**src/rtl/i2s_frame_scheduler.sv**
```systemverilog
// rtl/i2s_frame_scheduler.sv - issues one I2S frame per channel into a shared DSP lane
// Active + pending frame buffers; each frame carries its own snapshot of the channel mask.
module i2s_frame_scheduler #(
  parameter int I2S_WIDTH          = 24,
  parameter int NUM_AUDIO_CHANNELS = 4,
  parameter int OVR_CNT_WIDTH      = 8,
  localparam int CH_W = (NUM_AUDIO_CHANNELS > 1) ? $clog2(NUM_AUDIO_CHANNELS) : 1
) (
  input  logic                                    sys_clk,
  input  logic                                    sys_rst_n,
  input  logic                                    enable,
  input  logic [NUM_AUDIO_CHANNELS-1:0]           ch_mask,
  input  logic                                    frame_valid,
  input  logic [NUM_AUDIO_CHANNELS*I2S_WIDTH-1:0] frame_data,
  output logic                                    out_valid,
  input  logic                                    out_ready,
  output logic [I2S_WIDTH-1:0]                    out_data,
  output logic [CH_W-1:0]                         out_chan,
  output logic                                    out_last,
  output logic                                    frame_done,
  output logic                                    busy,
  output logic                                    overrun,
  output logic [OVR_CNT_WIDTH-1:0]                overrun_cnt
);

  localparam int N  = NUM_AUDIO_CHANNELS;
  localparam int DW = NUM_AUDIO_CHANNELS * I2S_WIDTH;

  typedef enum logic {S_IDLE, S_ISSUE} state_e;

  state_e                   state_q, state_d;
  logic [DW-1:0]            act_data_q, act_data_d;
  logic [N-1:0]             rem_q, rem_d;
  logic                     pend_valid_q, pend_valid_d;
  logic [DW-1:0]            pend_data_q, pend_data_d;
  logic [N-1:0]             pend_mask_q, pend_mask_d;
  logic                     out_valid_q, out_valid_d;
  logic [I2S_WIDTH-1:0]     out_data_q, out_data_d;
  logic [CH_W-1:0]          out_chan_q, out_chan_d;
  logic                     out_last_q, out_last_d;
  logic                     frame_done_q, frame_done_d;
  logic                     busy_q, busy_d;
  logic                     overrun_q, overrun_d;
  logic [OVR_CNT_WIDTH-1:0] ovr_cnt_q, ovr_cnt_d;

  logic         accept;
  logic         xfer;
  logic         active_done;
  logic [N-1:0] rem_after;

  function automatic logic [CH_W-1:0] lowest_idx(input logic [N-1:0] m);
    lowest_idx = '0;
    for (int i = N - 1; i >= 0; i--) begin
      if (m[i]) lowest_idx = CH_W'(i);
    end
  endfunction

  always_comb begin
    accept    = frame_valid & enable;
    xfer      = out_valid_q & out_ready;
    // rem_q holds the enabled channels of the active frame not yet transferred
    rem_after = xfer ? (rem_q & (rem_q - N'(1))) : rem_q;
    active_done = (state_q == S_ISSUE) && (rem_after == '0);

    state_d      = state_q;
    act_data_d   = act_data_q;
    rem_d        = rem_after;
    pend_valid_d = pend_valid_q;
    pend_data_d  = pend_data_q;
    pend_mask_d  = pend_mask_q;
    frame_done_d = active_done;
    overrun_d    = 1'b0;
    ovr_cnt_d    = ovr_cnt_q;

    if (state_q == S_IDLE) begin
      if (accept) begin
        state_d    = S_ISSUE;
        act_data_d = frame_data;
        rem_d      = ch_mask;
      end
    end else if (active_done) begin
      if (pend_valid_q) begin
        act_data_d   = pend_data_q;
        rem_d        = pend_mask_q;
        pend_valid_d = accept;
        if (accept) begin
          pend_data_d = frame_data;
          pend_mask_d = ch_mask;
        end
      end else if (accept) begin
        act_data_d = frame_data;
        rem_d      = ch_mask;
      end else begin
        state_d = S_IDLE;
      end
    end else if (accept) begin
      if (!pend_valid_q) begin
        pend_valid_d = 1'b1;
        pend_data_d  = frame_data;
        pend_mask_d  = ch_mask;
      end else begin
        overrun_d = 1'b1;
      end
    end

    if (overrun_d && (ovr_cnt_q != '1)) ovr_cnt_d = ovr_cnt_q + OVR_CNT_WIDTH'(1);

    // Outputs are registered from next state, so they stay put while stalled
    out_valid_d = (state_d == S_ISSUE) && (rem_d != '0);
    out_chan_d  = lowest_idx(rem_d);
    out_data_d  = act_data_d[out_chan_d*I2S_WIDTH +: I2S_WIDTH];
    out_last_d  = (rem_d != '0) && ((rem_d & (rem_d - N'(1))) == '0);
    busy_d      = (state_d == S_ISSUE) || pend_valid_d;
  end

  always_ff @(posedge sys_clk or negedge sys_rst_n) begin
    if (!sys_rst_n) begin
      state_q      <= S_IDLE;
      act_data_q   <= '0;
      rem_q        <= '0;
      pend_valid_q <= 1'b0;
      pend_data_q  <= '0;
      pend_mask_q  <= '0;
      out_valid_q  <= 1'b0;
      out_data_q   <= '0;
      out_chan_q   <= '0;
      out_last_q   <= 1'b0;
      frame_done_q <= 1'b0;
      busy_q       <= 1'b0;
      overrun_q    <= 1'b0;
      ovr_cnt_q    <= '0;
    end else begin
      state_q      <= state_d;
      act_data_q   <= act_data_d;
      rem_q        <= rem_d;
      pend_valid_q <= pend_valid_d;
      pend_data_q  <= pend_data_d;
      pend_mask_q  <= pend_mask_d;
      out_valid_q  <= out_valid_d;
      out_data_q   <= out_data_d;
      out_chan_q   <= out_chan_d;
      out_last_q   <= out_last_d;
      frame_done_q <= frame_done_d;
      busy_q       <= busy_d;
      overrun_q    <= overrun_d;
      ovr_cnt_q    <= ovr_cnt_d;
    end
  end

  assign out_valid   = out_valid_q;
  assign out_data    = out_data_q;
  assign out_chan    = out_chan_q;
  assign out_last    = out_last_q;
  assign frame_done  = frame_done_q;
  assign busy        = busy_q;
  assign overrun     = overrun_q;
  assign overrun_cnt = ovr_cnt_q;

endmodule
```
**config.mk**
```make
export PLATFORM = sky130hd
export DESIGN_NAME = i2s_frame_scheduler
export DESIGN_NICKNAME = d
export VERILOG_FILES = /design/src/rtl/i2s_frame_scheduler.sv
export SDC_FILE = /design/constraint.sdc
export NUM_CORES = 1
export LEC_CHECK = 0
export ABC_AREA = 1
export BUFFER_PORTS_ARGS = -buffer_cell sky130_fd_sc_hd__buf_2
export CAP_MARGIN = 20
export CORE_ASPECT_RATIO = 0.6
export CORE_MARGIN = 2
export CORE_UTILIZATION = 49
export DETAILED_ROUTE_END_ITERATION = 12
export PLACE_DENSITY_LB_ADDON = 0.15
export SYNTH_ARGS = -nofsm -noshare
export SYNTH_HDL_FRONTEND = slang
export SYNTH_SLANG_ARGS = --single-unit
```
**constraint.sdc**
```tcl
create_clock -name sys_clk -period 2 [get_ports sys_clk]
set_input_delay 0.4 -clock sys_clk [delete_from_list [all_inputs] [get_ports sys_clk]]
set_output_delay 0.4 -clock sys_clk [all_outputs]
set_load 0.05 [all_outputs]
```
==> results_tabular.tex <==
\begin{tabular}{lr}
\hline
Metric & Value \\
\hline
\multicolumn{2}{l}{\textbf{Status}} \\
Outcome & finished, violations left \\
Violations in the final reports & setup timing \\
\multicolumn{2}{l}{\textbf{Floorplanning}} \\
Number of rows in the core area & 46 \\
Core Footprint & 0.0264 mm2 \\
Horizontal extent of the die & 216 um \\
Initial cell density of the core & 50.0\% \\
Die span in y & 131 um \\
IO Pins & 144 \\
Die ar. & 0.0283 mm2 \\
\multicolumn{2}{l}{\textbf{Logic synthesis}} \\
Syn. warnings & 0 \\
Cell variety after synth & 30 \\
Most numerous cell in the Yosys netlist & nand2\_1 \\
Register area share after synthesis & 45.7\% \\
Cell accounting for the most synthesized area & dfrtp\_1 \\
Number of enable flip-flop cells after synthesis & 0 \\
Top flip-flop cell by instance count after synthesis & dfrtp\_1 \\
Cells after synthesis & 1875 \\
Leading post-synthesis cells by instance count & 682 x nand2\_1, 252 x o21ai\_0, 241 x dfrtp\_1 \\
Post-synthesis area per instance & 7.04 um2 \\
Largest cells by area after synthesis & dfrtp\_1 46\%, nand2\_1 19\%, o21ai\_0 9.6\%, nand3\_1 7.5\%, inv\_1 6.8\% \\
Flip-flop and latch count after synthesis & 241 \\
Synth async-reset ratio & 100\% \\
Synth Cell Area & 0.0132 mm2 \\
Number of nets produced by synthesis & 1981 \\
Synth top area share & 45.7\% \\
\multicolumn{2}{l}{\textbf{Finish}} \\
Number of nets in the finished design & 2236 \\
Final instance area & 0.0171 mm2 \\
Proportion of layout cells with a drive suffix above 1 & 22.5\% \\
Layout Area Growth over Synthesis & 29.8\% \\
Filler Cell Count & 2281 \\
\multicolumn{2}{l}{\textbf{CTS}} \\
CTS tree & done \\
Clk Latency, worst-skew pair & 0.53 ns \\
Maximum root-to-sink buffer count & 3 \\
Clock Tree Root & clkbuf\_16 \\
H-tree depth reported by CTS & 1 \\
TritonCTS Sinks & 241 \\
Register clock-pin slew on the reported worst setup and hold paths & 0.07 ns \\
Clock buffer count from CTS & 24 \\
\multicolumn{2}{l}{\textbf{Detailed routing}} \\
Number of antenna-violating nets in the routed design & 0 \\
DR vias & 13215 \\
Total wire length after detailed routing & 42.0 mm \\
Per-cell via count in the routed design & 5.27 \\
Detailed-route wire length per cell & 16.7 um \\
Drt pass-1 iters & 6 \\
\# DRC & 0 \\
Starting DRC count in detailed routing & 1466 \\
\multicolumn{2}{l}{\textbf{STA}} \\
Worst-case setup margin in the final layout & -0.0709 ns \\
Unrepaired setup endpoints after global routing & yes \\
Remaining max-slew budget at the tightest pin & 57.8\% \\
Achievable clock frequency & 483 MHz \\
Count of endpoints failing setup in the final report & 26 \\
Hold violation count in the final report & 0 \\
Final Cycle Share & 104\% \\
Worst clock skew on the final layout & 0.00740 ns \\
Final Critical Period & 2.07 ns \\
Setup TNS Final & -1.04 ns \\
Max-slew violation count & 0 \\
Actual transition at the worst max-transition pin & 0.634 ns \\
\multicolumn{2}{l}{\textbf{Pwr}} \\
IR Drop Worst-Case VDD & 0.951 mV \\
Static Leak & 9.16 nW \\
Pwr Density & 2140 mW/mm2 \\
\multicolumn{2}{l}{\textbf{Worst setup path}} \\
Launching element type of the critical path & flop \\
Crit-path slowest cell & dfrtp\_1 \\
Kind of critical path & flop to flop \\
Setup crit end kind & flop \\
Cell chain of the critical path & buf\_6 -> o21ai\_4 -> nand2\_1 -> inv\_2 -> nand3\_4 -> nor2\_2 -> nand2\_1 -> nand2\_2 -> nand2\_4 -> nand2\_8 -> nand2\_8 -> buf\_16 -> nand2\_1 -> nand3\_1 -> nand2\_1 \\
Signal arrival time at the worst endpoint & 2.54 ns \\
Cell with the most instances on the worst path & nand2\_1 \\
Required time of the worst setup path & 2.47 ns \\
Largest fanout on the critical path & 18 \\
Largest stage delay on the critical path & 0.40 ns \\
\multicolumn{2}{l}{\textbf{GRT}} \\
Global-route wire length before repair & 67.4 mm \\
Total congestion overflow after global routing & 0 \\
Largest net degree at the start of global routing & 114 \\
Vias in the first global route & 12701 \\
Overall fraction of global-route tracks in use & 29.7\% \\
Initial antenna violation count & 2 \\
\multicolumn{2}{l}{\textbf{Place}} \\
DPL Wire Length & 28.3 mm \\
Buffers on Ports & 143 \\
GP Congestion & 0.877 \\
Placement Cell Area & 0.0157 mm2 \\
\multicolumn{2}{l}{\textbf{Run}} \\
\# Max-Cap Violations & 0 \\
\multicolumn{2}{l}{\textbf{Hold path}} \\
Class of the worst hold path & input port to flop \\
\hline
\end{tabular}
flip-flops by register name, indices dropped and copies added, names as in the netlist, 2 cells and up:
register,count
pend_mask_q,4
out_data,24
act_data_q,96
pend_data_q,96
rem_q,4
out_chan,2
overrun_cnt,8
area by class of cell:
class                   instances  area, um2  area share [%]
diodes                          1       2.50          0.0146
clock buffers                  35        733            4.28
clock inverters                 9        126           0.737
inverters                     244        937            5.47
multi-input cells            1268       6030            35.2
flip-flops and latches        241       6040            35.2
well taps                     360        450            2.63
repair buffers                351       2820            16.4
timing repair:
item,in CTS,in global routing
hold buffers,1,0
buffers inserted,1,2
pin swaps,17,10
setup endpoints to repair,47,142
gates cloned,3,2
endpoints found under the hold margin,41,0
gates resized for setup,37,57
cells in the final DEF (no fill, tap or decap), drive strengths merged:
master / n
nand2: 688
buf: 348
o21ai: 256
inv: 243
dfrtp: 241
nand3: 200
nor2: 44
clkbuf: 37
a21oi: 20
mux2: 19
a31oi: 12
mux2i: 9
o211ai: 7
clkinv: 5
nor3: 4
xnor2: 3
xor2: 3
bufinv: 3
clkinvlp: 2
diode: 1
or2: 1
nand4: 1
ha: 1
dlygate4sd3: 1
critical path, delay by kind of cell, from the launching register on:
kind | cells | cell delay, ns
buffers and inverters | 3 | 0.40
AOI/OAI and AO/OA | 1 | 0.13
DFF | 1 | 0.40
and+or+nand+nor | 11 | 1.07
routing by layer:
layer | track usage (%) | share of wire, % | vias to the layer above
li1 | - | - | 6401
met1 | 43.1 | 45 | 6271
met2 | 44.7 | 45 | 484
met3 | 7.27 | 7.9 | 59
met4 | 7.43 | 2.2 | 0
met5 | 0 | 0 | -
per-stage QoR:
| stage | util (%) | power, W | hold WS [ns] | std cells | worst slack (ns) |
|---|---|---|---|---|---|
| 2_1_floorplan | - | 0.0210 | 0.104 | 1875 | -0.0386 |
| 3_3_place_gp | 59.6 | 0.0287 | 0.349 | 2456 | -0.242 |
| 3_5_place_dp | 59.6 | 0.0293 | 0.351 | 2456 | -0.279 |
| 4_1_cts | 63.8 | 0.0355 | 0.103 | 2504 | -0.0380 |
| 5_1_grt | 64.9 | 0.0395 | 0.106 | 2509 | -0.168 |
| 6_report | 64.9 | 0.0367 | 0.114 | 2509 | -0.0709 |
path summary, 6_finish.rpt:
| path | cells after the start | end | startpoint | slack [ns] |
|---|---|---|---|---|
| max | 15 | out_data[16] | rem_q[0] | -0.07 |
| min | 2 | pend_data_q[33] | frame_data[33] | 0.11 |
| max reg2reg | 15 | out_data[16] | rem_q[0] | -0.07 |
| min reg2reg | 2 | pend_data_q[64] | pend_data_q[64] | 0.48 |
| max in group asynchronous | 3 | act_data_q[16] | sys_rst_n | 0.89 |
| min in group asynchronous | 2 | pend_data_q[90] | sys_rst_n | 0.38 |
cell families (layout without fill, tap and decap cells):
kind of cell	Yosys count	in the layout	synth area share [%]
DFF	241	241	45.7
AOI/OAI and AO/OA	295	295	11.5
and+or+nand+nor	938	938	29.0
adders and majority gates	1	1	0.0948
muxes	28	28	2.30
xor gates and xnor gates	6	6	0.398
buffers and inverters	366	639	11.0
other	0	1	0
power breakdown:
| part | leakage (nW) | switching, W | internal (W) | total, W |
|---|---|---|---|---|
| Clock | 0.424 | 0.00201 | 0.00293 | 0.00495 |
| Sequential | 2.89 | 0.00121 | 0.00744 | 0.00865 |
| Combinational | 5.84 | 0.0138 | 0.00930 | 0.0231 |
Note: power is estimated with default switching activity, not from simulation.
